`src/rtl/psum_port_arbiter_pkg.sv`:
```
// Shared definitions for the psum scratchpad port arbiter: FSM encoding and requester indices.
package psum_pkg;

  typedef enum logic [1:0] {
    IDLE = 2'd0,
    OWN0 = 2'd1,
    OWN1 = 2'd2
  } psum_state_e;

  localparam logic REQ_ACC   = 1'b0;
  localparam logic REQ_DRAIN = 1'b1;

  function automatic psum_state_e own_state(input logic idx);
    return (idx == REQ_DRAIN) ? OWN1 : OWN0;
  endfunction

endpackage

```
`src/rtl/psum_port_arbiter_if.sv`:
```
// Bundle of the accumulate/drain requester ports and the scratchpad port seen by the arbiter.
interface psum_port_arbiter_if #(
  parameter int ADDR_WIDTH = 6,
  parameter int DATA_WIDTH = 16
);
  logic                  req0, we0, lock0;
  logic [ADDR_WIDTH-1:0] addr0;
  logic [DATA_WIDTH-1:0] wdata0;
  logic                  req1, we1, lock1;
  logic [ADDR_WIDTH-1:0] addr1;
  logic [DATA_WIDTH-1:0] wdata1;
  logic                  gnt0, gnt1;
  logic                  rvalid0, rvalid1;
  logic [DATA_WIDTH-1:0] rdata;
  logic                  mem_en, mem_we;
  logic [ADDR_WIDTH-1:0] mem_addr;
  logic [DATA_WIDTH-1:0] mem_wdata;
  logic [DATA_WIDTH-1:0] mem_rdata;

  modport slave (
    input  req0, we0, lock0, addr0, wdata0,
    input  req1, we1, lock1, addr1, wdata1,
    output gnt0, gnt1, rvalid0, rvalid1, rdata,
    output mem_en, mem_we, mem_addr, mem_wdata,
    input  mem_rdata
  );

  modport master (
    output req0, we0, lock0, addr0, wdata0,
    output req1, we1, lock1, addr1, wdata1,
    input  gnt0, gnt1, rvalid0, rvalid1, rdata,
    input  mem_en, mem_we, mem_addr, mem_wdata,
    output mem_rdata
  );

endinterface

```
`src/rtl/psum_port_arbiter_rr_pick.sv`:
```
// Combinational two-way round-robin picker: a tie goes to the requester that did not own last.
module psum_rr_pick
  import psum_pkg::*;
(
  input  logic [1:0] req,
  input  logic       last_owner,
  output logic [1:0] gnt
);

  always_comb begin
    gnt = 2'b00;
    case (req)
      2'b01:   gnt = 2'b01;
      2'b10:   gnt = 2'b10;
      2'b11:   gnt = (last_owner == REQ_ACC) ? 2'b10 : 2'b01;
      default: gnt = 2'b00;
    endcase
  end

endmodule

```
`src/rtl/psum_port_arbiter.sv`:
```
// Arbitrates the accumulate and drain paths onto one single-port psum scratchpad.
// Define PSUM_ARB_BURST_EN to let a locked owner keep the port for up to MAX_BURST grants.
module psum_port_arbiter
  import psum_pkg::*;
#(
  parameter int ADDR_WIDTH = 6,
  parameter int DATA_WIDTH = 16,
  parameter int MAX_BURST  = 4
) (
  input  logic               clk,
  input  logic               reset_n,
  psum_port_arbiter_if.slave bus
);

  psum_state_e           state_q, state_d;
  logic                  last_owner_q, last_owner_d;
  logic                  rd_pend_q, rd_pend_d;
  logic                  rd_idx_q, rd_idx_d;
  logic                  rvalid0_q, rvalid0_d;
  logic                  rvalid1_q, rvalid1_d;
  logic [DATA_WIDTH-1:0] rdata_q, rdata_d;

  logic [1:0]            pick_gnt;
  logic [1:0]            gnt;
  logic [1:0]            gnt_out;
  logic                  we_sel;
  logic [ADDR_WIDTH-1:0] addr_sel;
  logic [DATA_WIDTH-1:0] wdata_sel;

  psum_rr_pick u_pick (
    .req        ({bus.req1, bus.req0}),
    .last_owner (last_owner_q),
    .gnt        (pick_gnt)
  );

`ifdef PSUM_ARB_BURST_EN
  localparam int               CNT_W     = (MAX_BURST > 1) ? $clog2(MAX_BURST) : 1;
  localparam logic [CNT_W-1:0] CNT_LIMIT = CNT_W'(MAX_BURST - 1);

  logic [CNT_W-1:0] burst_cnt_q, burst_cnt_d;

  // A locked owner keeps the port; any arbitrated grant restarts the count.
  always_comb begin
    gnt         = pick_gnt;
    burst_cnt_d = '0;
    if (state_q == OWN0 && bus.req0 && bus.lock0 && burst_cnt_q < CNT_LIMIT) begin
      gnt         = 2'b01;
      burst_cnt_d = burst_cnt_q + 1'b1;
    end else if (state_q == OWN1 && bus.req1 && bus.lock1 && burst_cnt_q < CNT_LIMIT) begin
      gnt         = 2'b10;
      burst_cnt_d = burst_cnt_q + 1'b1;
    end
  end

  always_ff @(posedge clk or negedge reset_n) begin
    if (!reset_n) begin
      burst_cnt_q <= '0;
    end else begin
      burst_cnt_q <= burst_cnt_d;
    end
  end
`else
  logic unused_cfg;

  assign gnt        = pick_gnt;
  assign unused_cfg = ^{bus.lock0, bus.lock1, state_q, MAX_BURST[0]};
`endif

  // Grants and the memory port are forced quiet while reset is held.
  assign gnt_out = gnt & {2{reset_n}};

  always_comb begin
    we_sel    = 1'b0;
    addr_sel  = '0;
    wdata_sel = '0;
    if (gnt_out[REQ_ACC]) begin
      we_sel    = bus.we0;
      addr_sel  = bus.addr0;
      wdata_sel = bus.wdata0;
    end else if (gnt_out[REQ_DRAIN]) begin
      we_sel    = bus.we1;
      addr_sel  = bus.addr1;
      wdata_sel = bus.wdata1;
    end
  end

  always_comb begin
    state_d      = IDLE;
    last_owner_d = last_owner_q;
    if (gnt[REQ_ACC]) begin
      state_d      = own_state(REQ_ACC);
      last_owner_d = REQ_ACC;
    end else if (gnt[REQ_DRAIN]) begin
      state_d      = own_state(REQ_DRAIN);
      last_owner_d = REQ_DRAIN;
    end
    // Read data arrives one cycle after the grant and is registered one cycle later.
    rd_pend_d = (|gnt) && !we_sel;
    rd_idx_d  = gnt[REQ_DRAIN];
    rvalid0_d = rd_pend_q && (rd_idx_q == REQ_ACC);
    rvalid1_d = rd_pend_q && (rd_idx_q == REQ_DRAIN);
    rdata_d   = rd_pend_q ? bus.mem_rdata : rdata_q;
  end

  always_ff @(posedge clk or negedge reset_n) begin
    if (!reset_n) begin
      state_q      <= IDLE;
      last_owner_q <= REQ_DRAIN;
      rd_pend_q    <= 1'b0;
      rd_idx_q     <= 1'b0;
      rvalid0_q    <= 1'b0;
      rvalid1_q    <= 1'b0;
      rdata_q      <= '0;
    end else begin
      state_q      <= state_d;
      last_owner_q <= last_owner_d;
      rd_pend_q    <= rd_pend_d;
      rd_idx_q     <= rd_idx_d;
      rvalid0_q    <= rvalid0_d;
      rvalid1_q    <= rvalid1_d;
      rdata_q      <= rdata_d;
    end
  end

  assign bus.gnt0      = gnt_out[REQ_ACC];
  assign bus.gnt1      = gnt_out[REQ_DRAIN];
  assign bus.mem_en    = |gnt_out;
  assign bus.mem_we    = we_sel;
  assign bus.mem_addr  = addr_sel;
  assign bus.mem_wdata = wdata_sel;
  assign bus.rvalid0   = rvalid0_q;
  assign bus.rvalid1   = rvalid1_q;
  assign bus.rdata     = rdata_q;

endmodule

```
`src/flat_wrapper.sv`:
```
// flat-port wrapper written by rule: the top's interface ports become plain ports
module psum_port_arbiter_flat import psum_pkg::*;
#(
  parameter int ADDR_WIDTH = 6,
  parameter int DATA_WIDTH = 16,
  parameter int MAX_BURST  = 4
)
  (clk, reset_n, bus_req0, bus_we0, bus_lock0, bus_addr0, bus_wdata0, bus_req1, bus_we1, bus_lock1, bus_addr1, bus_wdata1, bus_gnt0, bus_gnt1, bus_rvalid0, bus_rvalid1, bus_rdata, bus_mem_en, bus_mem_we, bus_mem_addr, bus_mem_wdata, bus_mem_rdata);
  psum_port_arbiter_if #(.ADDR_WIDTH(ADDR_WIDTH), .DATA_WIDTH(DATA_WIDTH)) bus_i ();
  input  logic clk;
  input  logic reset_n;
  input wire logic [$bits(bus_i.req0)-1:0] bus_req0;
  input wire logic [$bits(bus_i.we0)-1:0] bus_we0;
  input wire logic [$bits(bus_i.lock0)-1:0] bus_lock0;
  input wire logic [$bits(bus_i.addr0)-1:0] bus_addr0;
  input wire logic [$bits(bus_i.wdata0)-1:0] bus_wdata0;
  input wire logic [$bits(bus_i.req1)-1:0] bus_req1;
  input wire logic [$bits(bus_i.we1)-1:0] bus_we1;
  input wire logic [$bits(bus_i.lock1)-1:0] bus_lock1;
  input wire logic [$bits(bus_i.addr1)-1:0] bus_addr1;
  input wire logic [$bits(bus_i.wdata1)-1:0] bus_wdata1;
  output wire logic [$bits(bus_i.gnt0)-1:0] bus_gnt0;
  output wire logic [$bits(bus_i.gnt1)-1:0] bus_gnt1;
  output wire logic [$bits(bus_i.rvalid0)-1:0] bus_rvalid0;
  output wire logic [$bits(bus_i.rvalid1)-1:0] bus_rvalid1;
  output wire logic [$bits(bus_i.rdata)-1:0] bus_rdata;
  output wire logic [$bits(bus_i.mem_en)-1:0] bus_mem_en;
  output wire logic [$bits(bus_i.mem_we)-1:0] bus_mem_we;
  output wire logic [$bits(bus_i.mem_addr)-1:0] bus_mem_addr;
  output wire logic [$bits(bus_i.mem_wdata)-1:0] bus_mem_wdata;
  input wire logic [$bits(bus_i.mem_rdata)-1:0] bus_mem_rdata;
  assign bus_i.req0 = bus_req0;
  assign bus_i.we0 = bus_we0;
  assign bus_i.lock0 = bus_lock0;
  assign bus_i.addr0 = bus_addr0;
  assign bus_i.wdata0 = bus_wdata0;
  assign bus_i.req1 = bus_req1;
  assign bus_i.we1 = bus_we1;
  assign bus_i.lock1 = bus_lock1;
  assign bus_i.addr1 = bus_addr1;
  assign bus_i.wdata1 = bus_wdata1;
  assign bus_gnt0 = bus_i.gnt0;
  assign bus_gnt1 = bus_i.gnt1;
  assign bus_rvalid0 = bus_i.rvalid0;
  assign bus_rvalid1 = bus_i.rvalid1;
  assign bus_rdata = bus_i.rdata;
  assign bus_mem_en = bus_i.mem_en;
  assign bus_mem_we = bus_i.mem_we;
  assign bus_mem_addr = bus_i.mem_addr;
  assign bus_mem_wdata = bus_i.mem_wdata;
  assign bus_i.mem_rdata = bus_mem_rdata;
  psum_port_arbiter #(.ADDR_WIDTH(ADDR_WIDTH), .DATA_WIDTH(DATA_WIDTH), .MAX_BURST(MAX_BURST)) u_core (.clk(clk), .reset_n(reset_n), .bus(bus_i));
endmodule
```
`config.mk`:
```
export PLATFORM = sky130hd
export DESIGN_NAME = psum_port_arbiter_flat
export DESIGN_NICKNAME = d
export VERILOG_FILES = /design/src/rtl/psum_port_arbiter_pkg.sv /design/src/rtl/psum_port_arbiter_if.sv /design/src/rtl/psum_port_arbiter_rr_pick.sv /design/src/rtl/psum_port_arbiter.sv /design/src/flat_wrapper.sv
export SDC_FILE = /design/constraint.sdc
export NUM_CORES = 1
export LEC_CHECK = 0
export BUFFER_PORTS_ARGS = -buffer_cell sky130_fd_sc_hd__buf_2
export CORE_ASPECT_RATIO = 0.75
export CORE_MARGIN = 2
export CORE_UTILIZATION = 38
export CTS_CLUSTER_DIAMETER = 50
export DETAILED_ROUTE_END_ITERATION = 8
export GPL_TIMING_DRIVEN = 0
export PLACE_DENSITY = 0.8
export RECOVER_POWER = 25
export REMOVE_ABC_BUFFERS = 1
export SYNTH_ARGS = -nofsm -noshare
export SYNTH_HDL_FRONTEND = slang
export SYNTH_SLANG_ARGS = --single-unit
```
`constraint.sdc`:
```
create_clock -name clk -period 1.7 [get_ports clk]
set_input_delay 0.425 -clock clk [delete_from_list [all_inputs] [get_ports clk]]
set_output_delay 0.425 -clock clk [all_outputs]
set_load 0.05 [all_outputs]
```
Yosys cells after proc, flatten, opt, wreduce, memory -nomap -nowiden
Cells that the tools add are included.
{"block": "totals", "ff_bits": 21, "word_cells": 28}
{"block": "op_classes", "n_eq_ne": 3, "muxes": 10, "bitwise_logic": 2, "n_reduce_logical": 7}
{"operator": "$mux W16", "count": 2}
{"operator": "$mux W6", "count": 2}
{"operator": "$pmux W2 S3", "count": 1}
{"operator": "$eq A2 B2 Y1 const B", "count": 2}
{"operator": "$mux W1", "count": 4}
{"operator": "$reduce_or A2 Y1", "count": 2}
{"operator": "$logic_and A1 B1 Y1", "count": 3}
{"operator": "$and A2 B2 Y2", "count": 1}
{"operator": "$eq A2 B1 Y1 const B", "count": 1}
{"operator": "$mux W2", "count": 1}
{"operator": "$reduce_bool A2 Y1", "count": 1}
{"operator": "$logic_not A1 Y1", "count": 1}
{"operator": "$not A1 Y1", "count": 1}

Logic depth before layout (Yosys ltp)
{"block": "logic_depth", "word_depth": 7, "mapped_depth": 5, "depth_no_buf": 3}

Modules after synthesis
Synthesis repeated with hierarchy kept, for this count alone.
{"block": "unflattened", "hier_cells": 131, "area_unflattened_um2": 1355.0}
{"mod": "psum_port_arbiter", "instances": 1, "cells_each": 128, "area_each_um2": 1336.3}
{"mod": "psum_rr_pick", "instances": 1, "cells_each": 3, "area_each_um2": 18.8}

Least setup slack after synthesis
Ideal clock, no wire load.
{"block": "synth_path", "path_kind": "register to output", "startpoint": "register u_core.last_owner_q", "endpoint": "output bus_mem_addr[0]", "t_arrival_ns": 1.706, "required_time_ns": 1.275, "slack_ns": -0.431, "stages_incl_launch_ff": 6, "n_path_buf": 2, "path_cell_list": "dfstp_2 nand2b_1 buf_6 buf_8 a32oi_1 nor2b_1"}
{"block": "synth_between", "elab_chain_len": 5}
{"element": "start: declaration", "line": "psum_port_arbiter.sv:16", "rtl": "logic last_owner_q, last_owner_d;"}
{"element": "start signal: assignment", "line": "psum_port_arbiter.sv:116", "rtl": "last_owner_q <= last_owner_d;"}
{"element": "$mux W2 *", "line": "psum_port_arbiter_rr_pick.sv:15", "rtl": "2'b11: gnt = (last_owner == REQ_ACC) ? 2'b10 : 2'b01;"}
{"element": "$pmux W2 S3 *", "line": "psum_port_arbiter_rr_pick.sv:12", "rtl": "case (req)"}
{"element": "$and A2 B2 Y2 *", "line": "psum_port_arbiter.sv:70", "rtl": "assign gnt_out = gnt & {2{reset_n}};"}
{"element": "$mux W6", "line": "psum_port_arbiter.sv:80", "rtl": "end else if (gnt_out[REQ_DRAIN]) begin"}
{"element": "$mux W6 *", "line": "psum_port_arbiter.sv:76", "rtl": "if (gnt_out[REQ_ACC]) begin"}
{"element": "end: declaration", "line": "flat_wrapper.sv:29", "rtl": "output wire logic [$bits(bus_i.mem_addr)-1:0] bus_mem_addr;"}
Every way passes the cells marked *; elsewhere a longest branch is shown, timed or not.

Worst setup path in the final report
{"block": "layout_path", "startpoint": "register u_core.last_owner_q", "endpoint": "output bus_mem_wdata[15]"}
{"block": "layout_between", "elab_chain_len": 5}
{"element": "$mux W2 *", "line": "psum_port_arbiter_rr_pick.sv:15"}
{"element": "$pmux W2 S3 *", "line": "psum_port_arbiter_rr_pick.sv:12"}
{"element": "$and A2 B2 Y2 *", "line": "psum_port_arbiter.sv:70"}
{"element": "$mux W16", "line": "psum_port_arbiter.sv:80"}
{"element": "$mux W16 *", "line": "psum_port_arbiter.sv:76"}
{"element": "end: declaration", "line": "flat_wrapper.sv:30", "rtl": "output wire logic [$bits(bus_i.mem_wdata)-1:0] bus_mem_wdata;"}
Marks and branches as above.

==> impl_metrics.csv <==
group,metric,value,unit
clocking,tritoncts,"built",
global_routing,grt_remaining_overflow,0,
layout,instances_no_fill,259,
clocking,h-tree-depth,1,
layout,synthToLayoutAreaGrowth,58.9,%
floorplan,rows,18,
power_and_ir_drop,pwr-share-seq,34.6,%
drt,ant_nets,0,
worst_setup_path,r2r_slack,370,ps
layout,final_nets,288,
global_routing,grt_max_degree,50,
worst_setup_path,critPathRequiredTime,1270,ps
global_routing,grt_pass1_wl,5330,µm
drt,num_vias,1295,
status,status,"complete, but fails checks",
layout,final_layout_size_suffix_gt1_share,64.4,%
floorplan,dieWidth,71.2,µm
place,placedCellCount,247,
worst_setup_path,arrival,1630,ps
timing,clock_skew,1.78,ps
timing,post-route-min-period,2060,ps
power_and_ir_drop,p_sw_share,42.0,%
timing,setup_slack,-358,ps
global_routing,use_met2,31.3,%
synthesis,post_synth_num_cell_types,22,
timing,tightest_slew,707,ps
timing,slew_headroom,52.9,%
power_and_ir_drop,internal-power,0.00104,W
worst_setup_path,start_kind,"flop",
timing,final_hold_viol_count,0,
global_routing,busiest_layer,"met2",
run,drv_cap,0,
synthesis,synth_area_per_cell,11.6,µm²
global_routing,antenna_found_initial,0,
global_routing,grt_use_met3,4.79,%
synthesis,ys_seq_elements,21,
floorplan,die_h,54.4,µm
global_routing,track_usage,17.8,%
drt,routedWlPerCell,15.0,µm
worst_setup_path,path_max_fanout,8,
place,gp_congestion,0.655,
floorplan,boundaryPins,112,
timing,rsz0062_at_grt,"yes",
synthesis,postSynthCellCount,111,
power_and_ir_drop,leakage,0.991,nW
global_routing,grt_use_met1,22.8,%
layout,utilization,62.7,%
clocking,cts_root_buf,"clkbuf_8",
drt,drc,0,
floorplan,core,3270,µm²
synthesis,syn_area,1290,µm²
status,violations,"negative setup slack",
clocking,cts_buffers,3,
clocking,clkLatencyLatePin,250,ps
power_and_ir_drop,clkPwrFrac,17.4,%
place,io_buffers,109,
worst_setup_path,critPathKind,"reg -> out",
layout,antenna_cells,0,
layout,final_common_cell,"buf_2",
drt,drt_pass1_iterations,4,
clocking,cts.sinks,21,
timing,drv_slew,0,
drt,wirelength,3890,µm
power_and_ir_drop,ir_drop,576,µV
layout,nFillCells,285,
synthesis,async_flop_share,100,%
power_and_ir_drop,p_switching,0.000755,W
synthesis,yosys_most_used_dff,"dfrtp_1",
worst_setup_path,end_kind,"primary output",
global_routing,grt_pass1_vias,1114,
hold_path,hold_class,"in -> async",
timing,fmax,486,MHz
power_and_ir_drop,power_density,878,nW/µm²
power_and_ir_drop,total_power,0.00180,W
timing,setup_viol,25,
clocking,clockBufferDepth,2,
power_and_ir_drop,combinationalPowerShare,47.9,%
clocking,path_clk_slew,70,ps
timing,post-route-period-util,121,%
drt,avgViaCountPerCell,5.00,
synthesis,synth_edf_count,0,
synthesis,yosys_warnings,0,
synthesis,yosysSeqAreaShare,40.9,%
layout,layout_common_cells,"buf_2 (82), nor2b_1 (24), a32oi_1 (23)",
drt,drt-initial-drc-count,73,
floorplan,start_util,39.5,%
floorplan,die_area,3880,µm²
[registers in the layout, summed over array words and instances, names as in the netlist]
register	count
u_core.last_owner_q	1
u_core.bus.rvalid1	1
u_core.rd_pend_q	1
u_core.bus.rdata	16
u_core.bus.rvalid0	1
u_core.rd_idx_q	1
[worst paths after layout]
kind,start,endpoint,cells after the start
max,u_core.last_owner_q,bus_mem_wdata[15],4
min,reset_n,u_core.bus.rdata[0],1
max reg2reg,u_core.rd_pend_q,u_core.bus.rdata[1],1
min reg2reg,u_core.rd_idx_q,u_core.bus.rvalid0,1
max in group asynchronous,reset_n,u_core.last_owner_q,1
min in group clk,bus_mem_rdata[3],u_core.bus.rdata[3],2
[per-layer routing]
layer / part of all wire [%] / up-vias
met3: 3.6 / 2
met5: 0 / -
met2: 55 / 26
met4: 0.15 / 0
li1: - / 639
met1: 41 / 628
[power by group through the flow]
stage	clock network, W	registers [W]	logic (W)
finish	0.000313	0.000623	0.000862
global placement	0	0.000623	0.000750
global route	0.000350	0.000634	0.000906
floorplan	0	0.000836	0.000317
detailed placement	0	0.000627	0.000758
CTS	0.000329	0.000624	0.000850
[Yosys cell counts, types with 2 or more instances]
cell type   n  share of area [%]
dfrtp_1    20                 39
nand2_1     3               0.87
buf_6       4                3.5
and2_1      2               0.97
a32oi_1    23                 16
buf_2       2               0.78
nor2b_1    24                 12
mux2_2     16                 14
o21a_1      2                1.2
clkbuf_1    2               0.58
clkbuf_8    2                2.1
[metrics by stage]
step / setup slack, ps / hold WS (ps) / cell area [µm²] / setup TNS [ps]
2_1_floorplan: -708 / 129 / 1160 / -16690
3_3_place_gp: -598 / 402 / 1750 / -14670
3_5_place_dp: -616 / 405 / 1750 / -14880
4_1_cts: -304 / 126 / 2020 / -6880
5_1_grt: -414 / 60.4 / 2050 / -9340
6_report: -358 / 57.2 / 2050 / -7520
[worst max-delay path, cell delays in order (launching register included)]
cell and delay, ps:
dfstp_2 650, nand2b_4 220, a32oi_1 130, nor2b_1 200, buf_6 180
[cell families (layout without fill, tap and decap cells)]
group / Yosys count / after routing / share of synthesized area, %
buffers and inverters: 13 / 117 / 10.3
muxes: 16 / 16 / 14.0
DFF: 21 / 21 / 40.9
AOI/OAI and AO/OA: 28 / 29 / 19.3
and+or+nand+nor: 33 / 36 / 15.5
[cell type report]
| type | instances | area, µm² | share of cell area (%) |
|---|---|---|---|
| timing repair buffer | 113 | 734 | 35.9 |
| multi-input combinational | 81 | 692 | 33.8 |
| sequential | 21 | 527 | 25.7 |
| tap | 40 | 50.0 | 2.44 |
| clock buffer | 4 | 45.0 | 2.20 |
[repair_timing]
action | CTS | global route
pin swaps | 11 | 6
gates cloned | 4 | 0
hold buffers | 0 | 0
gates resized for setup | 46 | 7
setup endpoints to repair | 26 | 26
setup buffers | 4 | 0
No activity file was read; power rests on OpenSTA's default activity.
